## src/rtl/clk_div_sel.sv

```systemverilog
// Glitch-free programmable clock divider/selector with gating. Configuration is
// sampled only at the rising edge of clk_out_o, so every phase has full length.
module clk_div_sel #(
  parameter int NUM_CH = 4,
  parameter int DIV_W  = 8,
  parameter int SEL_W  = (NUM_CH > 1) ? $clog2(NUM_CH) : 1
) (
  input  logic             clk_i,
  input  logic             arst_ni,
  input  logic             en_i,
  input  logic [SEL_W-1:0] sel_i,
  input  logic [DIV_W-1:0] div_i [NUM_CH],
  output logic             clk_out_o,
  output logic [SEL_W-1:0] active_sel_o,
  output logic             pend_o
);

  typedef enum logic {
    IDLE = 1'b0,
    RUN  = 1'b1
  } state_e;

  state_e           state_q, state_d;
  logic [DIV_W-1:0] cnt_q, cnt_d;
  logic [DIV_W-1:0] div_q, div_d;
  logic [SEL_W-1:0] sel_d;
  logic             clk_d;

  logic             sel_valid;
  logic [SEL_W-1:0] start_sel;
  logic [DIV_W-1:0] start_div;

  // Out-of-range requests keep the running channel; with one channel sel_i is ignored.
  always_comb begin
    sel_valid = (NUM_CH > 1) && ({1'b0, sel_i} < (SEL_W + 1)'(NUM_CH));
    start_sel = sel_valid ? sel_i : active_sel_o;
    start_div = '0;
    for (int i = 0; i < NUM_CH; i++) begin
      if (start_sel == SEL_W'(i)) start_div = div_i[i];
    end
  end

  assign pend_o = (state_q == RUN) && sel_valid && (sel_i != active_sel_o);

  always_comb begin
    state_d = state_q;
    cnt_d   = cnt_q;
    div_d   = div_q;
    sel_d   = active_sel_o;
    clk_d   = clk_out_o;
    unique case (state_q)
      IDLE: begin
        clk_d = 1'b0;
        cnt_d = '0;
        if (en_i) begin
          state_d = RUN;
          clk_d   = 1'b1;
          sel_d   = start_sel;
          div_d   = start_div;
        end
      end
      RUN: begin
        if (cnt_q != div_q) begin
          cnt_d = cnt_q + 1'b1;
        end else if (clk_out_o) begin
          clk_d = 1'b0;
          cnt_d = '0;
        end else if (en_i) begin
          clk_d = 1'b1;
          cnt_d = '0;
          sel_d = start_sel;
          div_d = start_div;
        end else begin
          // Low phase already complete: parking in IDLE cannot shorten it.
          state_d = IDLE;
          cnt_d   = '0;
        end
      end
      default: state_d = IDLE;
    endcase
  end

  always_ff @(posedge clk_i or negedge arst_ni) begin
    if (!arst_ni) begin
      state_q      <= IDLE;
      cnt_q        <= '0;
      div_q        <= '0;
      active_sel_o <= '0;
      clk_out_o    <= 1'b0;
    end else begin
      state_q      <= state_d;
      cnt_q        <= cnt_d;
      div_q        <= div_d;
      active_sel_o <= sel_d;
      clk_out_o    <= clk_d;
    end
  end

endmodule

```

## config.mk

```make
export PLATFORM = sky130hd
export DESIGN_NAME = clk_div_sel
export DESIGN_NICKNAME = d
export VERILOG_FILES = /design/src/rtl/clk_div_sel.sv
export SDC_FILE = /design/constraint.sdc
export NUM_CORES = 1
export LEC_CHECK = 0
export ABC_AREA = 1
export CAP_MARGIN = 0
export CORE_UTILIZATION = 40
export DETAILED_ROUTE_END_ITERATION = 8
export HOLD_SLACK_MARGIN = 0.15
export PLACE_DENSITY = 0.71
export SYNTH_ARGS = -nofsm -noshare
export SYNTH_HDL_FRONTEND = slang
export SYNTH_SLANG_ARGS = --single-unit
```

## constraint.sdc

```tcl
create_clock -name clk_i -period 2.25 [get_ports clk_i]
set_clock_uncertainty 0.2 [all_clocks]
set_input_delay 0.3375 -clock clk_i [delete_from_list [all_inputs] [get_ports clk_i]]
set_output_delay 0.3375 -clock clk_i [all_outputs]
set_load 0.01 [all_outputs]
```

Word-level counts from Yosys, hierarchy flattened. Cells that the tools add are included. W data, S select, Z words.

Bits in registers: 20. Bits of input ports: 37. Logic and storage cells: 38.

$add $sub $neg: 1. Equal/unequal tests: 7. Mux-type cells: 21. Bitwise logic cells: 1. Reduce and logical (&&, ||, !) cells: 3.

Operators with widths (number): $mux W8 (8); $pmux W8 S2 (2); $add A8 B1 Y8 const B (1); $ne A8 B8 Y1 (1); $mux W2 (3); $mux W1 (5); $eq A2 B2 Y1 const B (2); $ne A2 B2 Y1 const B (2); $pmux W1 S2 (2); $pmux W2 S2 (1); $eq A2 B1 Y1 const B (1); $logic_not A2 Y1 (1); $ne A2 B2 Y1 (1); $reduce_and A2 Y1 (1); $logic_and A1 B1 Y1 (1); $not A1 Y1 (1).

Longest topological paths before layout. Gate-level depths: netlist of run 1.

Depth after elaboration: 9. Mapped depth: 11. Gate-level depth less buffers: 10.

Worst setup path after synthesis of run 1. No wires, ideal clock.

Path type: register -> register. Start point: register cnt_q[5]. End point: register state_q. Arrival time: 1.125 ns. Slack: 0.795 ns. Stages on the path, launching flop included: 11. Cell sequence: dfrtp_1 inv_2 nand2_1 nand2_1 nand2_1 nor2_1 nand2_1 nand2_2 buf_6 buf_12 o211ai_1.

Cells in the longest elaborated chain, start to end: 3.

Ends and longest elaborated chain: from (decl) (line 24) `logic [DIV_W-1:0] cnt_q, cnt_d;`; from (signal assigned) (line 92) `cnt_q <= cnt_d;`; $ne A8 B8 Y1 (line 63) `if (cnt_q != div_q) begin`; $mux W1 (line 63); $pmux W1 S2 (line 51) `unique case (state_q)`; via state_d (line 23) `state_e state_q, state_d;`; to (signal assigned) (line 91) `state_q <= state_d;`; to (decl) (line 23).

The timed path passes the listed nets, and every way through them passes these cells. A chain may end at the register's enable or synchronous reset.

Worst setup path after layout of run 1.
Start point: input sel_i[1]. End point: output pend_o.

Cells in the longest elaborated chain, start to end: 2.

Ends and longest elaborated chain: from (decl) (line 11) `input logic [SEL_W-1:0] sel_i,`; $ne A2 B2 Y1 (line 43) `assign pend_o = (state_q == RUN) && sel_valid && (sel_i != active_sel_o);`; $logic_and A1 B1 Y1 (line 43); to (decl) (line 15) `output logic pend_o`.

Every way passes these cells.

==> results of run 1 <==
==> final cells by class <==
type / count / area (um2)
Clock buffer: 3 / 22.5
Fill cell: 261 / 1140
Inverter: 21 / 78.8
Multi-Input combinational cell: 135 / 621
Sequential cell: 20 / 500
Tap cell: 31 / 38.8
Timing Repair Buffer: 47 / 453
==> kinds of logic after synthesis <==
group | synth area share [%]
and+or+nand+nor | 41.6
DFF | 40.2
xor gates and xnor gates | 4.22
adders and majority gates | 1.00
buffers and inverters | 10.0
AOI/OAI and AO/OA | 3.01
==> worst min-delay path by stage <==
stage | start | to | slack, ns | cells after the start
floorplan | arst_ni | active_sel_o[0]$_DFFE_PN0P_ | -0.16 | 0
global placement | div_q[2]$_DFFE_PN0P_ | div_q[2]$_DFFE_PN0P_ | 0.28 | 2
detailed placement | div_q[5]$_DFFE_PN0P_ | div_q[5]$_DFFE_PN0P_ | 0.29 | 2
CTS | arst_ni | cnt_q[1]$_DFF_PN0_ | 0.17 | 2
global route | arst_ni | cnt_q[1]$_DFF_PN0_ | 0.18 | 2
finish | arst_ni | cnt_q[6]$_DFF_PN0_ | 0.16 | 2
==> registers in the layout, summed over array words and instances (netlist names) <==
register	flops
clk_out_o	1
cnt_q	8
div_q	8
active_sel_o	2
state_q	1
==> power by group <==
part	switching [mW]	leakage, nW	internal, mW
sequential	0.164	0.245	0.522
combinational	0.355	0.590	0.360
clock	0.104	0.0138	0.0623
total	0.623	0.848	0.944
==> metal layers <==
layer / up-vias / track usage [%] / wire length [um]
met5: - / 0 / 0
met4: 0 / 7.14 / 34
met3: 4 / 2.23 / 145
met2: 48 / 34.2 / 1350
met1: 536 / 23.9 / 1260
li1: 654 / - / -
==> stage by stage <==
step / area [um2] / util (%)
after floorplan: 1250 / -
after global placement: 1690 / 59.3
after detailed placement: 1690 / 59.3
after CTS: 1710 / 60.1
after global routing: 1710 / 60.1
final: 1710 / 60.1
==> layout by cell type (no fill, tap or decap), types with 3 or more instances in the layout <==
| master | Yosys | layout |
|---|---|---|
| nor2_1 | 14 | 14 |
| nand4_1 | 8 | 8 |
| buf_4 | 1 | 7 |
| clkbuf_4 | 1 | 3 |
| dfrtp_1 | 20 | 20 |
| o21ai_0 | 3 | 3 |
| inv_1 | 19 | 19 |
| xnor2_1 | 6 | 6 |
| clkdlybuf4s50_1 | 0 | 40 |
| nand3_1 | 11 | 11 |
| a21oi_1 | 3 | 3 |
| nand2_1 | 81 | 81 |
==> impl_metrics.yaml, run 1 <==
sta:
  hold_viol: 0
  finalCritPeriodShare_pct: 94.9
  max_freq_mhz: 468
  worst_hold_slack_ns: 0.163
  tightest_slew_ns: 0.437
  slew_headroom_pct: 70.8
  slew_violations: 0
  grt_setup_unrepaired: "false"
  layout_min_cycle_time_ns: 2.14
  fin_ws_ns: 0.114
  finalSetupTns_ns: 0
  setup_violations: 0
routing:
  viasPerCell: 4.83
  drc: 1
  via_count: 1242
  wirelength_um: 2790
  ant_nets: 0
  drt_iter0_markers: 23
  wire_per_inst_um: 10.9
  dr.pass1.iters: 6
die:
  dieHeight_um: 57.8
  core_area_mm2: 0.00285
  initial_core_util_pct: 43.7
  ios: 41
  die_w_um: 57.8
  fp-row-count: 19
  die_area_mm2: 0.00334
clock_tree:
  ctsResizeCount: 0
  cts_tree: "yes"
  post_cts_buffers: 0
  cts_buffers: 3
  clock_latency_ns: 0.29
  cts_hold_buf: 0
  cts_sinks: 20
  cts_buffer_depth: 2
  cts_htree_levels: 1
  root_buffer: "clkbuf_4"
  cts.clk_slew.worst_paths_ns: 0.11
placement:
  portBuffers: 40
  dp_hpwl_um: 2290
  post-place-cells: 254
  gp_congestion: 0.890
  dp_slack_ns: 0.106
global_route:
  grt_antenna_before_repair: 0
  grt_pass1_wl_um: 5090
  overflow: 0
  grt_max_degree: 21
  gr-usage-all-layers_pct: 19.2
  grt_pass1_vias: 1208
power:
  ir_drop_mv: 0.352
  cellLeakagePower_nw: 0.848
  p_total_mw: 1.57
  power_density_mw_per_mm2: 914
synthesis:
  synth_async_sr_flop_share_pct: 100
  yosys_warnings: 0
  yosysUniqueCellTypes: 20
  yosysTopAreaCellShare_pct: 40.2
  synth_seq_area_share_pct: 40.2
  ys.flop_type: "dfrtp_1"
  synth_common_cells: "81 x nand2_1, 20 x dfrtp_1, 19 x inv_1"
  syn_avg_cell_area_um2: 6.92
  synth_area_leaders: "dfrtp_1 40%, nand2_1 24%, inv_1 5.7%"
  synth_edf_count: 0
  syn-num-nets: 218
  yosys_register_bits: 20
  yosysTopAreaCell: "dfrtp_1"
  syn_inst: 180
  synthesis.area_mm2: 0.00125
  yosysMostFrequentCell: "nand2_1"
setup_path:
  crit_family: "buffers and inverters"
  r2r_end: "div_q[5]$_DFFE_PN0P_"
  cp.depth: 4
  crit_end: "pend_o"
  worstSetupPathType: "in -> out"
  max_stage_delay_ns: 0.55
  path_buf_inv: 2
  startpoint: "sel_i[1]"
  reg2reg_from: "cnt_q[1]$_DFF_PN0_"
  worst_path_most_repeated_cell: "clkdlybuf4s50_1"
  critPathMaxFanout: 2
  cp.arrival_ns: 1.60
  cp_slowest_cell: "clkdlybuf4s50_1"
  cp.required_ns: 1.71
  crit_chain: "clkdlybuf4s50_1, xnor2_1, a21oi_1, clkdlybuf4s50_1"
  rr_worst_depth: 10
  cp-start-kind: "input pin"
  rrSetupSlack_ns: 0.44
  end_kind: "primary output"
outcome:
  status: "complete, but fails checks"
  violations: "design-rule violations"
min_path:
  hold_path_class: "in -> async"
job:
  max-cap-violations: 0
finish:
  layout-area-overhead-vs-synth_pct: 37.5
  n_antenna_cell: 0
  final_cells: 257
  drive_gt1_share_pct: 7.52
  final_nets: 266
(Power assumes the default switching activity.)
==> run 2, diff against run 1 <==
GPL_TIMING_DRIVEN = 0   (was not set)
HOLD_SLACK_MARGIN = 0.06   (was 0.15)
==> run 2 against run 1 <==
  * The run still ends with design-rule violations left
  * Sequential share of layout area up 0.15 points
  * Clock-buffer cell count unchanged
  * Global-route usage down 0.73 points
  * Clock power down 4%
  * Power down 1.2%
  * Fmax up 2.3%
  * Utilization down 0.31 points
==> impl_metrics.yaml, run 2 (synthesis results as in run 1) <==
outcome:
  status: "complete, but fails checks"
  violations: "design-rule violations"
power:
  netSwitchingPower_mw: 0.603
  power_density_mw_per_mm2: 907
  p_total_mw: 1.55
  p_int_mw: 0.944
  pwr-share-clk_pct: 10.4
  cellLeakagePower_nw: 0.839
  switching_share_pct: 39.0
  ir_drop_mv: 0.279
  seqPwrFrac_pct: 44.0
  combPwrFrac_pct: 45.6
setup_path:
  worstSetupPathType: "reg -> out"
  critPathMaxFanout: 3
  crit_chain: "xnor2_1, a21oi_1, clkdlybuf4s50_1"
  rrSetupSlack_ns: 0.63
  max_stage_delay_ns: 0.55
  end_kind: "primary output"
  startpoint: "active_sel_o[1]$_DFFE_PN0P_"
  cp.arrival_ns: 1.55
  crit_family: "buffers and inverters"
  reg2reg_from: "cnt_q[0]$_DFF_PN0_"
  r2r_end: "div_q[4]$_DFFE_PN0P_"
  cp.required_ns: 1.71
  cp-start-kind: "flip-flop"
  rr_worst_depth: 11
  path_buf_inv: 1
  cp.depth: 3
  cp_slowest_cell: "clkdlybuf4s50_1"
global_route:
  grt_pass1_wl_um: 4830
  overflow: 0
  gr-usage-all-layers_pct: 18.5
  grt_antenna_before_repair: 0
  grt_max_degree: 21
  grt_pass1_vias: 1169
routing:
  wirelength_um: 2670
  drc: 1
  dr.pass1.iters: 6
  viasPerCell: 4.77
  wire_per_inst_um: 10.5
  drt_iter0_markers: 30
  via_count: 1212
  ant_nets: 0
min_path:
  hold_path_class: "reg -> reg"
  min_to: "div_q[2]$_DFFE_PN0P_"
  min_from: "div_q[2]$_DFFE_PN0P_"
  min_path_cells: 2
finish:
  drive_gt1_share_pct: 6.28
  layout-area-overhead-vs-synth_pct: 36.8
  n_antenna_cell: 0
  final_nets: 263
  layout_common_cells: "81 x nand2_1, 38 x clkdlybuf4s50_1, 20 x dfrtp_1"
  top_regs: "cnt_q x8, div_q x8, active_sel_o x2"
  layout_commonest_cell: "nand2_1"
  fin_area_mm2: 0.00171
  fillers: 285
placement:
  dp_hpwl_um: 2240
  gp_congestion: 0.831
  portBuffers: 40
  placed_area_mm2: 0.00169
sta:
  hold_viol: 0
  max_freq_mhz: 479
  tightest_slew_ns: 0.872
  finalCritPeriodShare_pct: 92.8
  setup_violations: 0
  slew_headroom_pct: 41.7
  layout_min_cycle_time_ns: 2.09
  slew_violations: 0
  finalSetupTns_ns: 0
  grt_setup_unrepaired: "false"
die:
  die_area_mm2: 0.00334
  core_area_mm2: 0.00285
  ios: 41
  fp-row-count: 19
  initial_core_util_pct: 43.7
  die_w_um: 57.8
  dieHeight_um: 57.8
clock_tree:
  cts_buffer_depth: 2
  cts_sinks: 20
  clock_latency_ns: 0.29
  cts_hold_buf: 0
  root_buffer: "clkbuf_4"
  cts.clk_slew.worst_paths_ns: 0.10
  cts_buffers: 3
  cts_htree_levels: 1
  cts_tree: "yes"
job:
  max-cap-violations: 0
[run 2: cell type report]
cell class	instances	area, um2	share of cell area, %
tap	31	38.8	2.27
sequential	20	500	29.3
clock buffer	3	22.5	1.32
timing repair buffer	40	398	23.3
multi-input combinational	135	621	36.4
inverter	21	78.8	4.62
buffer	4	46.3	2.71
[run 2: worst max path at each step]
stage,to,slack (ns)
2_1_floorplan,state_q$_DFF_PN0_,0.80
3_3_place_gp,pend_o,0.01
3_5_place_dp,pend_o,-0.01
4_1_cts,pend_o,0.15
5_1_grt,pend_o,0.06
6_report,pend_o,0.16
[run 2: worst reg2reg max path, stage by stage, from the launching register on]
cell     delay [ns]
dfrtp_1        0.44
inv_1          0.07
nand2_1        0.05
nand2_1        0.05
nand2_1        0.04
nor2_1         0.12
nand2_1        0.10
nand2_2        0.08
nand2_1        0.08
buf_4          0.18
nand2_1        0.07
nand2_1        0.05
[run 2: power groups by stage]
stage	registers, mW	clock network (mW)	logic, mW
2_1_floorplan	0.661	0	0.480
3_3_place_gp	0.677	0	0.692
3_5_place_dp	0.688	0	0.713
4_1_cts	0.681	0.169	0.715
5_1_grt	0.708	0.181	0.825
6_report	0.681	0.161	0.706
[run 2: through the flow]
stage | std cells | setup slack [ns] | hold slack, ns | utilization (%)
6_report | 254 | 0.162 | 0.302 | 59.8
5_1_grt | 254 | 0.0598 | 0.326 | 59.8
4_1_cts | 254 | 0.147 | 0.310 | 59.8
3_5_place_dp | 251 | -0.0140 | 0.287 | 59.1
3_3_place_gp | 251 | 0.0126 | 0.280 | 59.1
2_1_floorplan | 180 | 0.795 | -0.158 | -
[run 2: what timing repair did]
action | 4_1_cts | 5_1_grt
setup endpoints to repair | 1 | 0
gates resized for setup | 2 | 0
setup buffers | 0 | 0
[run 2: layer usage]
layer / track usage, % / vias up / part of all wire, %
met5: 0 / - / 0
met2: 33.8 / 43 / 48
li1: - / 647 / -
met1: 22.7 / 520 / 46
met3: 1.56 / 2 / 5.2
met4: 6.46 / 0 / 0.86
